File: config.mk
export PLATFORM = sky130hd
export DESIGN_NAME = cpt_timer_ctrl
export DESIGN_NICKNAME = d
export VERILOG_FILES = /design/src/rtl/cpt_pkg.sv /design/src/rtl/cpt_timer_ctrl_prescaler.sv /design/src/rtl/cpt_timer_ctrl.sv
export SDC_FILE = /design/constraint.sdc
export NUM_CORES = 1
export LEC_CHECK = 0
export BUFFER_PORTS_ARGS = -buffer_cell sky130_fd_sc_hd__buf_2
export CORE_MARGIN = 2
export CORE_UTILIZATION = 48
export CTS_CLUSTER_DIAMETER = 40
export DETAILED_ROUTE_END_ITERATION = 8
export PLACE_DENSITY = 0.74
export SYNTH_ARGS = -nofsm -noshare
export SYNTH_HDL_FRONTEND = slang
export SYNTH_SLANG_ARGS = --single-unit
export TNS_END_PERCENT = 1
File: constraint.sdc
create_clock -name clk -period 1.7 [get_ports clk]
set_input_delay 0.17 -clock clk [delete_from_list [all_inputs] [get_ports clk]]
set_output_delay 0.17 -clock clk [all_outputs]
set_load 0.01 [all_outputs]
File: src/rtl/cpt_pkg.sv
// cpt_pkg -- shared types for the cpt_timer_ctrl timer.
//   state_t        : FSM state encoding (IDLE, RUN, PAUSE)
//   MODE_ONESHOT   : mode value for a single count-up then stop
//   MODE_PERIODIC  : mode value for an auto-reloading count
package cpt_pkg;

  typedef enum logic [1:0] {
    IDLE  = 2'd0,
    RUN   = 2'd1,
    PAUSE = 2'd2
  } state_t;

  localparam logic MODE_ONESHOT  = 1'b0;
  localparam logic MODE_PERIODIC = 1'b1;

endpackage

File: src/rtl/cpt_timer_ctrl_prescaler.sv
// cpt_prescaler -- mod-PRESC phase counter producing a one-cycle step tick.
// Only instantiated when CPT_TIMER_CTRL_PRESCALE_EN is defined.
// Ports:
//   clk    : clock, rising edge
//   reset  : synchronous active-high reset, clears the phase
//   enable : advance the phase this cycle (timer running and not stopping)
//   clear  : return the phase to 0 (start, abort, one-shot completion)
//   tick   : high on the enabled cycle where the phase is PRESC-1
module cpt_prescaler #(
  parameter int PRESC = 4
) (
  input  logic clk,
  input  logic reset,
  input  logic enable,
  input  logic clear,
  output logic tick
);

  localparam int PW = (PRESC > 2) ? $clog2(PRESC) : 1;
  localparam logic [PW-1:0] LAST = PW'(PRESC - 1);

  logic [PW-1:0] phase;

  assign tick = enable && (phase == LAST);

  always_ff @(posedge clk) begin
    if (reset || clear) begin
      phase <= '0;
    end else if (enable) begin
      phase <= tick ? '0 : phase + 1'b1;
    end
  end

endmodule

File: src/rtl/cpt_timer_ctrl.sv
// cpt_timer_ctrl -- start/stop/pause count-up timer with one-shot and
// periodic modes.
// Optional feature: define CPT_TIMER_CTRL_PRESCALE_EN to divide the count
// rate by PRESC (2..256); otherwise every RUN cycle is a count step.
// Ports:
//   clk   : clock, rising edge
//   reset : synchronous active-high reset
//   start : start from IDLE, or resume from PAUSE
//   stop  : pause from RUN, or abort from PAUSE (wins over start)
//   mode  : 0 one-shot, 1 periodic; sampled on a start from IDLE
//   limit : terminal count; sampled on a start from IDLE
//   count : current count, registered
//   busy  : high in RUN and PAUSE
//   done  : registered one-cycle pulse after a terminal-count step
module cpt_timer_ctrl
  import cpt_pkg::*;
#(
  parameter int WIDTH = 8,
  parameter int PRESC = 4
) (
  input  logic             clk,
  input  logic             reset,
  input  logic             start,
  input  logic             stop,
  input  logic             mode,
  input  logic [WIDTH-1:0] limit,
  output logic [WIDTH-1:0] count,
  output logic             busy,
  output logic             done
);

  state_t           state, state_nxt;
  logic [WIDTH-1:0] count_nxt;
  logic [WIDTH-1:0] limit_q, limit_nxt;
  logic             mode_q, mode_nxt;
  logic             done_nxt;
  logic             run_en;
  logic             step;
  logic             presc_clr;

  // A stop in RUN freezes everything at that same edge, including the
  // prescaler phase.
  assign run_en = (state == RUN) && !stop;

`ifdef CPT_TIMER_CTRL_PRESCALE_EN
  cpt_prescaler #(
    .PRESC(PRESC)
  ) u_presc (
    .clk    (clk),
    .reset  (reset),
    .enable (run_en),
    .clear  (presc_clr),
    .tick   (step)
  );
`else
  logic unused_presc;
  assign step         = run_en;
  assign unused_presc = presc_clr ^ (^PRESC);
`endif

  assign busy = (state == RUN) || (state == PAUSE);

  always_comb begin
    state_nxt = state;
    count_nxt = count;
    limit_nxt = limit_q;
    mode_nxt  = mode_q;
    done_nxt  = 1'b0;
    presc_clr = 1'b0;
    unique case (state)
      IDLE: begin
        if (start && !stop) begin
          limit_nxt = limit;
          mode_nxt  = mode;
          count_nxt = '0;
          presc_clr = 1'b1;
          state_nxt = RUN;
        end
      end
      RUN: begin
        if (stop) begin
          state_nxt = PAUSE;
        end else if (step) begin
          if (count == limit_q) begin
            done_nxt = 1'b1;
            if (mode_q == MODE_PERIODIC) begin
              count_nxt = '0;
            end else begin
              state_nxt = IDLE;
              presc_clr = 1'b1;
            end
          end else begin
            count_nxt = count + 1'b1;
          end
        end
      end
      PAUSE: begin
        if (stop) begin
          state_nxt = IDLE;
          count_nxt = '0;
          presc_clr = 1'b1;
        end else if (start) begin
          state_nxt = RUN;
        end
      end
      default: begin
        state_nxt = IDLE;
      end
    endcase
  end

  always_ff @(posedge clk) begin
    if (reset) begin
      state <= IDLE;
    end else begin
      state <= state_nxt;
    end
  end

  always_ff @(posedge clk) begin
    if (reset) begin
      count   <= '0;
      done    <= 1'b0;
      limit_q <= '0;
      mode_q  <= 1'b0;
    end else begin
      count   <= count_nxt;
      done    <= done_nxt;
      limit_q <= limit_nxt;
      mode_q  <= mode_nxt;
    end
  end

endmodule

==> impl_metrics.toml <==
[global_route]
met1_usage = 0.297
grt_busiest_layer = "met2"
grt_max_degree = 15
grt_pass1_wl_um = 4520
grt_use_met3 = 0.0517
grt_use_met2 = 0.389
grt_pass1_vias = 990
grt_use_total = 0.230
grt-ovfl-total = 0
antenna_found_initial = 0

[cts]
cts.sinks = 20
cts-root-buf = "clkbuf_4"
numCtsBuffers = 3
h-tree-depth = 1
clockBufferDepth = 2
cts_tree = "done"
clk_pin_slew_worst_paths_ns = 0.12
clock_latency_ns = 0.30

[critical_path]
worst_setup_path_start_kind = "register"
cp_max_fo = 5
r2r_start = "state[1]$_SDFFE_PP0P_"
crit_start = "state[1]$_SDFFE_PP0P_"
end_kind = "register"
ff2ff_setup_slack_ns = -0.008
required_ns = 1.96
worstRegToRegCells = 6
worstPathArrival_ns = 1.97
worst-setup-path-type = "register to register"
r2r_end = "count[4]$_SDFFE_PP0P_"

[flow_run]
cap_violations = 0

[synth]
synth_cell_types = 29
synthTopCellsByArea = "dfxtp_1 36%, a21oi_1 7.3%, nand2_1 7.2%, xor2_1 6.4%, ha_1 5.7%"
avgSynthCellArea_um2 = 8.25
synth.ff_latch_count = 20
ys_seq_area_frac = 0.365
syn_area_um2 = 1100
syn_nets = 151
syn_inst = 133
yosysTopAreaCell = "dfxtp_1"
synth_top_area_share = 0.365
yosys_warnings = 0

[worst_hold_path]
hold_depth = 2
hold_start = "stop"
holdPathEnd = "done$_SDFF_PP0_"
hold_class = "input pin to register"

[power_and_ir_drop]
ir_drop_mv = 0.724
power_density_nw_per_um2 = 1050
p_leak_uw = 0.000684

[floorplanning]
initial_utilization = 0.501
die_w_um = 51.8
placementRows = 17
ioPinCount = 23
core_um2 = 2190
fp.dieArea_um2 = 2680
dieHeight_um = 51.8

[detailed_routing]
vias = 1130
routed_wl_um = 2710
drtPass1Iterations = 4
wl_per_cell_um = 13.3
viasPerCell = 5.54
postRouteAntennaNets = 0
drt-initial-drc-count = 12
drcViolationCount = 0

[cells_and_area]
area.growth.synth_to_final_pct = 35.5
layout.nets = 195
fin_cells = 204
fillCellCount = 172
layout-drive-gt1-share = 0.369
diodes = 0
utilization = 0.678

[placed_design]
place_congestion = 0.878
hpwl_um = 2070
io_buffers = 22
place_inst = 198

[sta]
clock_skew_ns = 0.00838
period_share = 1.00
rsz0062_at_grt = "true"
maxSlewViolCount = 0
final.min_clock_period_ns = 1.71
max_freq_mhz = 585
slew_headroom = 0.787
setup_violations = 2
fin_ws_ns = -0.00816
worst_pin_slew_ns = 0.317
finalHoldViolCount = 0
fin_hold_ws_ns = 0.106

[run_status]
violations = "negative setup slack"
status = "finished with violations"
[timing repair]
action	CTS	global route
hold buffers	0	0
gates resized for setup	13	2
gates cloned	0	0
setup endpoints to repair	10	10
pin swaps	8	4
buffers inserted	2	0
[synthesized netlist by cell type]
cell,number
and2_1,1
clkbuf_1,3
inv_1,3
o21ai_0,4
nor4_4,1
o21a_1,2
a31o_2,1
nor3_1,4
a21oi_1,16
nor4_1,1
or3_1,1
ha_1,5
nor2_1,4
or4_1,3
nor4_2,1
nand4_1,1
o2bb2ai_1,2
o22ai_2,1
nor2b_1,2
dfxtp_1,20
a22o_1,5
nand2_1,21
or2_2,2
xor2_1,8
a21oi_2,1
nand3_1,12
o32a_1,1
a21o_1,1
nand2b_1,6
[routing by layer]
layer / vias up / routed length [um]
met1: 529 / 1210
met5: - / 0
li1: 562 / -
met4: 0 / 12
met3: 2 / 151
met2: 37 / 1330
[final cells by class]
cell class / count / area (um2) / area share
multi-input cells: 107 / 729 / 0.491
repair buffers: 42 / 264 / 0.178
inverters: 3 / 13.8 / 0.00926
well taps: 28 / 35.0 / 0.0236
clock buffers: 4 / 36.3 / 0.0244
flip-flops and latches: 20 / 408 / 0.274
[how the worst max path moves through the flow]
stage / slack (ns) / cells past startpoint / endpoint
3_3_place_gp: -0.02 / 7 / count[3]$_SDFFE_PP0P_
5_1_grt: -0.1 / 7 / count[4]$_SDFFE_PP0P_
4_1_cts: -0.009 / 7 / count[3]$_SDFFE_PP0P_
3_5_place_dp: -0.11 / 7 / count[3]$_SDFFE_PP0P_
2_1_floorplan: -0.007 / 7 / count[0]$_SDFFE_PP0P_
6_report: -0.008 / 6 / count[4]$_SDFFE_PP0P_
[sequential cells by signal, summed over array words and instances, names as in the netlist]
register  flops
count         8
limit_q       8
mode_q        1
done          1
state         2
[worst max-delay path, stage by stage, from the launching register on]
cell     delay, ns
dfxtp_2       0.34
buf_4         0.14
ha_4          0.16
o32a_1        0.42
or4_1         0.43
nand2_1       0.07
a22o_1        0.11
[metrics by stage]
stage / area (um2) / setup slack, ns / TNS, ns / total power (uW)
after global placement: 1380 / -0.0226 / -0.130 / 1140
after global routing: 1490 / -0.0956 / -0.610 / 1660
after detailed placement: 1380 / -0.107 / -0.716 / 1180
after floorplan: 1110 / -0.00679 / -0.0339 / 918
after CTS: 1480 / -0.00931 / -0.0163 / 1540
final: 1490 / -0.00816 / -0.0141 / 1560
[where the power goes]
group	internal, uW	total (uW)	leakage [uW]	switching [uW]
Sequential	512	542	0.000164	30.6
Combinational	347	736	0.000499	389
Clock	131	277	0.0000210	146
[layout by cell type, fill, tap and decap left out, drive strengths merged, types with 3 or more instances in the layout]
| master | count |
|---|---|
| a21oi | 17 |
| a22o | 5 |
| buf | 42 |
| clkbuf | 4 |
| dfxtp | 20 |
| ha | 5 |
| inv | 3 |
| nand2 | 21 |
| nand2b | 6 |
| nand3 | 12 |
| nor2 | 4 |
| nor3 | 4 |
| nor4 | 3 |
| o21ai | 4 |
| or4 | 3 |
| xor2 | 8 |
[logic make-up after synthesis]
kind of cell	after synthesis	share of synthesized area
fa+ha+maj	5	0.0570
buf+inv	6	0.0205
flops	20	0.365
xor+xnor	8	0.0639
simple gates	60	0.290
compound gates	34	0.204
No activity file was read; power rests on OpenSTA's default activity.
